## src/rtl/tdm_pkg.sv

```systemverilog
// Shared types and helpers for the TDM domain arbiter.
// Optional flush slot is controlled by the TDM_FLUSH_EN macro.
package tdm_pkg;

  typedef enum logic {
    DOM_L = 1'b0,
    DOM_H = 1'b1
  } dom_t;

  typedef enum logic [1:0] {
    S_L     = 2'd0,
    S_H     = 2'd1,
    S_FLUSH = 2'd2
  } state_t;

  // Width of a down-counter able to hold (largest length - 1); never below 1 bit.
  function automatic int tmr_width(input int a, input int b, input int c);
    int m;
    m = a;
    if (b > m) m = b;
    if (c > m) m = c;
    return (m <= 1) ? 1 : $clog2(m);
  endfunction

endpackage

```

## src/rtl/tdm_slot_timer.sv

```systemverilog
// Loadable down-counter for slot timing: counts down to zero and holds there
// until reloaded. zero flags the last cycle of the current slot.
module tdm_slot_timer #(
  parameter int          W       = 4,
  parameter logic [W-1:0] RST_VAL = '0
) (
  input  logic         clk,
  input  logic         rst_n,
  input  logic         load,
  input  logic [W-1:0] load_val,
  output logic         zero
);

  logic [W-1:0] tmr_q, tmr_d;

  // Next count: reload on request, otherwise decrement until zero.
  always_comb begin
    tmr_d = tmr_q;
    if (load)              tmr_d = load_val;
    else if (tmr_q != '0)  tmr_d = tmr_q - 1'b1;
  end

  // Counter register.
  // NOTE: sequential state uses non-blocking assignments only, so every flop
  // samples the pre-edge values regardless of block ordering.
  always_ff @(posedge clk or negedge rst_n) begin
    if (!rst_n) tmr_q <= RST_VAL;
    else        tmr_q <= tmr_d;
  end

  assign zero = (tmr_q == '0);

endmodule

```

## src/rtl/tdm_domain_arbiter.sv

```systemverilog
// Time-division arbiter sharing one resource port between an L and an H
// requester. Slot changes depend only on the timer, never on requests, data
// or res_ready, so H activity cannot shift L timing.
// Build option: define TDM_FLUSH_EN to insert a scrub slot after every H slot.
module tdm_domain_arbiter
  import tdm_pkg::*;
#(
  parameter int DW         = 16,
  parameter int L_SLOT_LEN = 10,
  parameter int H_SLOT_LEN = 10,
  parameter int FLUSH_LEN  = 2
) (
  input  logic          clk,
  input  logic          rst_n,
  input  logic          l_req,
  input  logic [DW-1:0] l_data,
  output logic          l_gnt,
  input  logic          h_req,
  input  logic [DW-1:0] h_data,
  output logic          h_gnt,
  input  logic          res_ready,
  output logic          res_valid,
  output logic [DW-1:0] res_data,
  output logic          res_dom,
  output logic          cur_dom,
  output logic          scrub
);

  localparam int TW = tmr_width(L_SLOT_LEN, H_SLOT_LEN, FLUSH_LEN);
  localparam logic [TW-1:0] L_RELOAD = TW'(L_SLOT_LEN - 1);
  localparam logic [TW-1:0] H_RELOAD = TW'(H_SLOT_LEN - 1);
`ifdef TDM_FLUSH_EN
  localparam logic [TW-1:0] F_RELOAD = TW'(FLUSH_LEN - 1);
`endif

  state_t        state_q, state_d;
  dom_t          cur_dom_q, cur_dom_d;
  logic          tmr_zero;
  logic [TW-1:0] load_val;

  tdm_slot_timer #(
    .W       (TW),
    .RST_VAL (L_RELOAD)
  ) u_timer (
    .clk      (clk),
    .rst_n    (rst_n),
    .load     (tmr_zero),
    .load_val (load_val),
    .zero     (tmr_zero)
  );

  // Next slot and its reload value, taken only on the last cycle of a slot.
  always_comb begin
    state_d  = state_q;
    load_val = L_RELOAD;
    if (tmr_zero) begin
      case (state_q)
        S_L: begin
          state_d  = S_H;
          load_val = H_RELOAD;
        end
`ifdef TDM_FLUSH_EN
        S_H: begin
          state_d  = S_FLUSH;
          load_val = F_RELOAD;
        end
        S_FLUSH: begin
          state_d  = S_L;
          load_val = L_RELOAD;
        end
`else
        S_H: begin
          state_d  = S_L;
          load_val = L_RELOAD;
        end
`endif
        default: begin
          state_d  = S_L;
          load_val = L_RELOAD;
        end
      endcase
    end
    cur_dom_d = (state_d == S_L) ? DOM_L : DOM_H;
  end

  // Slot state and registered owner label.
  always_ff @(posedge clk or negedge rst_n) begin
    if (!rst_n) begin
      state_q   <= S_L;
      cur_dom_q <= DOM_L;
    end else begin
      state_q   <= state_d;
      cur_dom_q <= cur_dom_d;
    end
  end

`ifdef TDM_FLUSH_EN
  logic scrub_q, scrub_d;

  // Scrub request is asserted for exactly the flush slot.
  always_comb begin
    scrub_d = (state_d == S_FLUSH);
  end

  // Scrub register.
  always_ff @(posedge clk or negedge rst_n) begin
    if (!rst_n) scrub_q <= 1'b0;
    else        scrub_q <= scrub_d;
  end

  assign scrub = scrub_q;
`else
  assign scrub = 1'b0;
`endif

  // NOTE: grants are gated with rst_n because the reset state is S_L; without
  // the gate an asserted l_req would still be granted while reset is held.
  assign l_gnt     = rst_n & (state_q == S_L) & l_req & res_ready;
  assign h_gnt     = rst_n & (state_q == S_H) & h_req & res_ready;
  assign res_valid = l_gnt | h_gnt;
  assign res_data  = l_gnt ? l_data : (h_gnt ? h_data : '0);
  assign res_dom   = res_valid & cur_dom_q;
  assign cur_dom   = cur_dom_q;

endmodule

```

## config.mk

```make
export PLATFORM = sky130hd
export DESIGN_NAME = tdm_domain_arbiter
export DESIGN_NICKNAME = d
export VERILOG_FILES = /design/src/rtl/tdm_pkg.sv /design/src/rtl/tdm_slot_timer.sv /design/src/rtl/tdm_domain_arbiter.sv
export SDC_FILE = /design/constraint.sdc
export NUM_CORES = 1
export LEC_CHECK = 0
export CAP_MARGIN = 0
export CELL_PAD_IN_SITES_DETAIL_PLACEMENT = 1
export CELL_PAD_IN_SITES_GLOBAL_PLACEMENT = 2
export CORE_MARGIN = 2
export CORE_UTILIZATION = 30
export DETAILED_ROUTE_END_ITERATION = 8
export DONT_BUFFER_PORTS = 1
export GPL_TIMING_DRIVEN = 0
export PLACE_DENSITY = 0.77
export SYNTH_ARGS = -nofsm -noshare
export SYNTH_HDL_FRONTEND = slang
export SYNTH_SLANG_ARGS = --single-unit
```

## constraint.sdc

```tcl
create_clock -name clk -period 3.4 [get_ports clk]
set_input_delay 1.02 -clock clk [delete_from_list [all_inputs] [get_ports clk]]
set_output_delay 1.02 -clock clk [all_outputs]
set_load 0.01 [all_outputs]
```

==> results of run 1 <==
[metrics by stage]
step	power [mW]	util, %	hold WS (ns)
after global routing	0.195	33.9	0.450
after CTS	0.187	33.9	0.460
final	0.183	33.9	0.467
after detailed placement	0.113	32.7	0.484
after floorplan	0.108	-	0.460
after global placement	0.112	32.7	0.474
[worst max-delay path by stage]
stage	slack (ns)	from	endpoint	cells after the start
floorplan	0.71	h_req	res_data[10]	4
global placement	0.61	h_req	res_data[5]	4
detailed placement	0.58	h_req	res_data[14]	4
CTS	0.58	h_req	res_data[14]	4
global route	0.48	h_req	res_data[14]	4
finish	0.57	h_req	res_data[14]	4
[area by class of cell]
class / count / area [sq um]
Clock buffer: 4 / 26.3
Buffer: 11 / 53.8
Inverter: 2 / 7.51
Sequential cell: 7 / 178
Tap cell: 28 / 35.0
Fill cell: 263 / 1420
Multi-Input combinational cell: 69 / 428
[cells in the final DEF (no fill, tap or decap), types with 2 or more instances in the layout]
cell,instances
a21oi_1,17
buf_2,7
clkbuf_1,4
clkbuf_4,3
dfrtp_1,5
dfstp_2,2
inv_1,2
nand2_1,3
nand3_1,16
nand3b_1,17
nor2_1,3
o21ai_0,2
[report_power, final]
part	total (mW)	leakage, nW	switching, mW	internal [mW]
clock	0.0722	0.0150	0.0276	0.0446
sequential	0.0836	0.0798	0	0.0836
combinational	0.0275	0.188	0.0190	0.00846
total	0.183	0.283	0.0466	0.137
[routing by layer]
metal,part of all wire (%),vias to the layer above
li1,-,322
met1,43,322
met2,48,35
met3,8.7,0
met4,0,0
met5,0,-
[kinds of logic (layout without fill, tap and decap cells)]
| kind of cell | Yosys count | count (layout) | synth area share [%] |
|---|---|---|---|
| other | 1 | 1 | 0.562 |
| DFF | 7 | 7 | 26.6 |
| and+or+nand+nor | 44 | 44 | 42.2 |
| xor gates and xnor gates | 2 | 2 | 2.63 |
| muxes | 1 | 1 | 2.25 |
| AOI/OAI and AO/OA | 21 | 21 | 16.5 |
| buffers and inverters | 13 | 17 | 9.19 |
[worst max-delay path: stages]
cell	delay [ns]
buf_2	0.15
buf_2	0.23
nand3_1	0.11
a21oi_1	0.29
[registers in the layout, summed over array words and instances (netlist names)]
| signal | flops |
|---|---|
| u_timer.tmr_q | 4 |
| cur_dom | 1 |
| state_q | 2 |
==> results.json, run 1 <==
{
  "power_density_nw_per_um2": 252,
  "pre_cts_slack_ns": 0.582,
  "critical_path.endpoint_type": "primary output",
  "synthCells": 89,
  "postCtsSetupRepairBufs": 0,
  "grt_pass1_wl_um": 3050,
  "timing.final.crit_period_ns": 2.83,
  "drt_drc_violations_left": 0,
  "core.rowCount": 17,
  "drt_iter0_drc": 5,
  "fin_crit_sh_pct": 83.1,
  "postCtsHoldBufs": 0,
  "use_met1_pct": 18.4,
  "floorplan.initialDensity_pct": 31.0,
  "ys_types": 23,
  "worstSkewPairLatency_ns": 0.24,
  "vias_per_cell": 5.61,
  "post_cts_resized": 0,
  "h-tree-depth": 1,
  "met2_usage_pct": 26.2,
  "vdd_drop_max_uv": 191,
  "cp.arrival_ns": 1.81,
  "clockBufferDepth": 2,
  "antenna_cells": 0,
  "hold_viol": 0,
  "syn_area_per_cell_sq_um": 7.49,
  "r2r_cells": 2,
  "synth-main-ff-cell": "dfrtp_1",
  "die_h_um": 51.2,
  "synth_edf_count": 0,
  "ys_seq_area_share_pct": 26.6,
  "pin_count": 59,
  "worstPathRequired_ns": 2.38,
  "place_congestion": 0.599,
  "grtUsageMet3_pct": 4.68,
  "num_vias": 679,
  "rsz0062_at_grt": "no",
  "setup_viol": 0,
  "r2r-start": "u_timer.tmr_q[1]",
  "area_delta_synth_final_pct": 9.19,
  "clock.fmax_mhz": 354,
  "synth_top_area_cell": "nand3b_1",
  "core_sq_um": 2150,
  "regToRegEndpoint": "state_q[0]",
  "p_leak_nw": 0.283,
  "syn_nets": 126,
  "drive_above_1_share_pct": 17.2,
  "ys_ff_latch": 7,
  "status": "completed",
  "grt_overflow_total": 0,
  "synth_area_leaders": "nand3b_1 19%, dfrtp_1 19%, a21oi_1 13%, nand3_1 12%, dfstp_2 7.9%",
  "stdcell_area_sq_um": 728,
  "synth_area_sq_um": 667,
  "grt_max_degree": 11,
  "grt_pass1_vias": 673,
  "regToRegSetupSlack_ns": 2.14,
  "clkTransAtPathRegs_ns": 0.05,
  "fin_ws_ns": 0.575,
  "tns_ns": 0,
  "async_reset_ff_share_pct": 100,
  "cts_tree": "done",
  "place_area_sq_um": 702,
  "grt_antenna_before_repair": 0,
  "drt-total-wl_um": 1860,
  "cts_buffers": 3,
  "grt_busiest_layer": "met2",
  "slew_viol_final": 0,
  "clock_sinks": 7,
  "synth_top_area_share_pct": 19.1,
  "postRouteAntennaNets": 0,
  "yosys-top-cells-count": "17 x a21oi_1, 17 x nand3b_1, 16 x nand3_1, 7 x buf_2, 5 x dfrtp_1",
  "ctsRootBufferMaster": "clkbuf_4",
  "setup.worst_path.start_class": "primary input",
  "path_class": "in2out",
  "port_buffers": 0,
  "die-area_sq_um": 2620,
  "skew_ns": 0.00626,
  "routedWlPerCell_um": 15.3,
  "die_width_um": 51.2,
  "finalNonFillerCells": 121,
  "grt_use_total_pct": 15.1,
  "nets": 131,
  "hpwl_um": 1480,
  "min_path_type": "in2async",
  "maxCapViolations": 0,
  "crit_path_max_fanout": 10,
  "firstDrtPassIters": 4,
  "yosysWarnings": 0,
  "dp_cells": 117
}
No activity file was read; power rests on OpenSTA's default activity.
==> run 2, diff against run 1 <==
CORE_UTILIZATION = 28   (was 30)
PLACE_DENSITY = 0.73   (was 0.77)
clock period = 2.7 ns   (was 3.4 ns; I/O delays follow)
==> run 2 against run 1 <==
Sequential share of layout area is the same. Largest cell class unchanged. Register-to-register slack lost 0.74 ns. Non-clock buffer count is the same. Clock power grew 29%. First-iteration DRC count shrank 60%. Wire length grew 4.2%.
==> results.json, run 2 (same netlist as run 1, synthesis figures left out) <==
{
  "ctsRootBufferMaster": "clkbuf_4",
  "cts_tree": "done",
  "num_vias": 676,
  "grt_pass1_wl_um": 2900,
  "core.rowCount": 17,
  "nFillCells": 292,
  "power_density_nw_per_um2": 320,
  "postCtsSetupRepairBufs": 0,
  "grt_pass1_vias": 653,
  "h-tree-depth": 1,
  "cts_buffers": 3,
  "worstPathRequired_ns": 1.89,
  "largest_reg_flops": 4,
  "r2r-start": "u_timer.tmr_q[1]",
  "path_class": "in2out",
  "post_cts_resized": 0,
  "postRouteAntennaNets": 0,
  "place_area_sq_um": 702,
  "area_delta_synth_final_pct": 9.19,
  "min_path_type": "in2async",
  "grt_antenna_before_repair": 0,
  "place_congestion": 0.652,
  "port_buffers": 0,
  "drt-total-wl_um": 1940,
  "highest_layer": "met3",
  "stdcell_area_sq_um": 728,
  "wl_met2_um": 1030,
  "hold_viol": 0,
  "cp.arrival_ns": 1.59,
  "status": "completed",
  "nets": 131,
  "setup.worst_path.start_class": "primary input",
  "regToRegEndpoint": "state_q[0]",
  "hold_slack_ns": 0.254,
  "vias_per_cell": 5.59,
  "rsz0062_at_grt": "no",
  "top_register": "u_timer.tmr_q",
  "setup_viol": 0,
  "core_sq_um": 2230,
  "regToRegSetupSlack_ns": 1.40,
  "firstDrtPassIters": 4,
  "die-area_sq_um": 2790,
  "p_leak_nw": 0.283,
  "grt_use_total_pct": 14.0,
  "maxCapViolations": 0,
  "drt_drc_violations_left": 0,
  "worstSkewPairLatency_ns": 0.25,
  "clock.fmax_mhz": 417,
  "die_width_um": 52.8,
  "pin_count": 59,
  "skew_ns": 0.00495,
  "timing.final.crit_period_ns": 2.40,
  "hpwl_um": 1490,
  "drt_iter0_drc": 2,
  "route.met3.wl_um": 134,
  "slew_viol_final": 0,
  "grt_max_degree": 11,
  "final_cell_mix": "17 x nand3b_1, 17 x a21oi_1, 16 x nand3_1, 7 x buf_2, 5 x dfrtp_1",
  "clkTransAtPathRegs_ns": 0.05,
  "drive_above_1_share_pct": 17.2,
  "grt_overflow_total": 0,
  "clockBufferDepth": 2,
  "r2r_cells": 2,
  "die_h_um": 52.8,
  "route.layer.met1.wl_um": 769,
  "tns_ns": 0,
  "critical_path.endpoint_type": "primary output",
  "dp_cells": 117,
  "crit_path_max_fanout": 10,
  "finalNonFillerCells": 121,
  "antenna_cells": 0,
  "routedWlPerCell_um": 16.0,
  "vdd_drop_max_uv": 229,
  "postCtsHoldBufs": 0,
  "fin_crit_sh_pct": 88.8,
  "floorplan.initialDensity_pct": 29.9,
  "clock_sinks": 7,
  "fin_util_pct": 32.6
}
[run 2: worst max-delay path, cell delays in order]
cell     delay [ns]
buf_2          0.16
buf_2          0.23
nand3_1        0.10
a21oi_1        0.28
[run 2: how the worst max path moves through the flow]
stage	start	end	slack (ns)	cells past startpoint
floorplan	h_req	res_data[10]	0.43	4
global placement	h_req	res_data[7]	0.32	4
detailed placement	h_req	res_data[13]	0.31	4
CTS	h_req	res_data[13]	0.30	4
global route	h_req	res_data[14]	0.22	4
finish	h_req	res_data[13]	0.30	4
[run 2: per-stage QoR]
stage | total power, mW | setup WS, ns
finish | 0.233 | 0.303
detailed placement | 0.142 | 0.306
global placement | 0.141 | 0.325
global route | 0.248 | 0.219
floorplan | 0.136 | 0.434
CTS | 0.239 | 0.304
[run 2: report_power, final]
| group | switching, mW | internal (mW) | total, mW |
|---|---|---|---|
| logic | 0.0236 | 0.0107 | 0.0342 |
| registers | 0 | 0.105 | 0.105 |
| clock network | 0.0370 | 0.0563 | 0.0932 |
[run 2: area by class of cell]
type                       instances  area [sq um]  area share (%)
multi-input combinational         69           428            58.8
sequential                         7           178            24.4
buffer                            11          53.8            7.39
tap                               28          35.0            4.81
clock buffer                       4          26.3            3.61
inverter                           2          7.51            1.03
[run 2: routing by layer]
layer	vias to the layer above	GRT usage, %
li1	327	-
met1	320	16.1
met2	29	26.0
met3	0	1.43
met4	0	5.13
met5	-	0
==> run 3, diff against run 2 <==
GPL_TIMING_DRIVEN = not set   (was 0)
==> run 3 against run 2 <==
Sequential power about the same. Worst setup slack better by 0.074 ns. Total power fell by 5.9%. Cell count down 6.6%. Maximum frequency increased by 3.2%. Final area decreased by 4.3%. Worst hold slack better by 0.0059 ns. Count of clock-buffer cells in the layout did not move. Critical endpoint is now res_data[10].
==> results.json, run 3 (same netlist as run 1, synthesis figures left out) <==
{
  "internal_power_mw": 0.170,
  "grt_max_degree": 21,
  "cts_tree": "done",
  "power_density_nw_per_um2": 314,
  "grt_pass1_wl_um": 2360,
  "path_class": "reg2out",
  "drt-total-wl_um": 1770,
  "dp_cells": 109,
  "finalNonFillerCells": 113,
  "worstSkewPairLatency_ns": 0.24,
  "hold_slack_ns": 0.260,
  "h-tree-depth": 1,
  "tns_ns": 0,
  "drive_above_1_share_pct": 12.9,
  "postCtsHoldBufs": 0,
  "drt_iter0_drc": 8,
  "post_cts_resized": 0,
  "antenna_cells": 0,
  "firstDrtPassIters": 4,
  "clkTransAtPathRegs_ns": 0.05,
  "num_vias": 640,
  "crit_path_max_incr_delay_ns": 0.59,
  "routedWlPerCell_um": 15.7,
  "postCtsSetupRepairBufs": 0,
  "vias_per_cell": 5.66,
  "slew_viol_final": 0,
  "postRouteAntennaNets": 0,
  "seqPwrFrac_pct": 48.1,
  "switching_share_pct": 22.3,
  "ctsRootBufferMaster": "clkbuf_4",
  "setup_viol": 0,
  "crit_chain": "buf_4 -> nand3_1 -> a21oi_1",
  "die_width_um": 52.8,
  "setup.worst_path.start_class": "register",
  "cp.arrival_ns": 1.51,
  "grt_pass1_vias": 505,
  "min_path_type": "in2async",
  "cts_buffers": 3,
  "fin_crit_sh_pct": 86.0,
  "hold_viol": 0,
  "area_delta_synth_final_pct": 4.50,
  "stdcell_area_sq_um": 697,
  "maxCapViolations": 0,
  "hpwl_um": 1350,
  "vdd_drop_max_uv": 288,
  "crit_path_max_fanout": 20,
  "place_congestion": 0.638,
  "grt_overflow_total": 0,
  "core_sq_um": 2230,
  "status": "completed",
  "clock_sinks": 7,
  "slowest_stage": "dfrtp_1",
  "port_buffers": 0,
  "drt_drc_violations_left": 0,
  "combPwrFrac_pct": 11.5,
  "place_area_sq_um": 671,
  "critical_path.endpoint_type": "primary output",
  "die-area_sq_um": 2790,
  "power.switching_mw": 0.0487,
  "pin_count": 59,
  "clock.fmax_mhz": 431,
  "worstPathRequired_ns": 1.89,
  "p_leak_nw": 0.266,
  "nets": 123,
  "grt_antenna_before_repair": 0,
  "clockBufferDepth": 2,
  "grt_use_total_pct": 11.7,
  "floorplan.initialDensity_pct": 29.9,
  "skew_ns": 0.00290,
  "rsz0062_at_grt": "no",
  "die_h_um": 52.8,
  "clkPwrFrac_pct": 40.4,
  "timing.final.crit_period_ns": 2.32,
  "final_cell_mix": "17 x nand3b_1, 17 x a21oi_1, 16 x nand3_1, 5 x dfrtp_1",
  "largest_reg_flops": 4,
  "top_register": "u_timer.tmr_q",
  "core.rowCount": 17
}
-- run 3: worst max-delay path, delay by kind of cell (launching register included) --
family                 cells  cell delay [ns]
AOI/OAI and AO/OA          1             0.29
buffers and inverters      1             0.29
DFF                        1             0.59
and+or+nand+nor            1             0.10
-- run 3: layer usage --
metal,track usage [%],share of wire (%),up-vias
li1,-,-,307
met1,12.3,39,300
met2,19.0,47,31
met3,5.71,14,2
met4,6.41,0.56,0
met5,0,0,-
-- run 3: final cells by class --
| class | instances | area, sq um |
|---|---|---|
| flip-flops and latches | 7 | 178 |
| clock buffers | 4 | 26.3 |
| multi-input cells | 69 | 428 |
| fillers | 278 | 1540 |
| inverters | 2 | 7.51 |
| well taps | 28 | 35.0 |
| repair buffers | 3 | 22.5 |
-- run 3: path summary, 6_finish.rpt --
| check | start | end | slack [ns] | cells past startpoint |
|---|---|---|---|---|
| min reg2reg | u_timer.tmr_q[0] | u_timer.tmr_q[0] | 0.49 | 1 |
| max in group asynchronous | rst_n | u_timer.tmr_q[3] | 2.27 | 0 |
| max reg2reg | state_q[0] | state_q[0] | 1.36 | 3 |
| min | rst_n | state_q[1] | 0.26 | 0 |
| max | state_q[0] | res_data[10] | 0.38 | 3 |
| min in group clk | u_timer.tmr_q[0] | u_timer.tmr_q[0] | 0.49 | 1 |
-- run 3: power by group through the flow --
stage	registers [mW]	clock network, mW	logic [mW]
after floorplan	0.107	0	0.0288
after global placement	0.107	0	0.0249
after detailed placement	0.107	0	0.0255
after CTS	0.105	0.0948	0.0255
after global routing	0.105	0.103	0.0281
final	0.105	0.0884	0.0252
-- run 3: per-stage QoR --
step                      utilization, %  setup WS (ns)  power, mW
final                               31.2          0.377      0.219
after global routing                31.2          0.240      0.236
after CTS                           31.2          0.346      0.226
after detailed placement            30.0          0.402      0.132
after global placement              30.0          0.419      0.132
after floorplan                        -          0.434      0.136
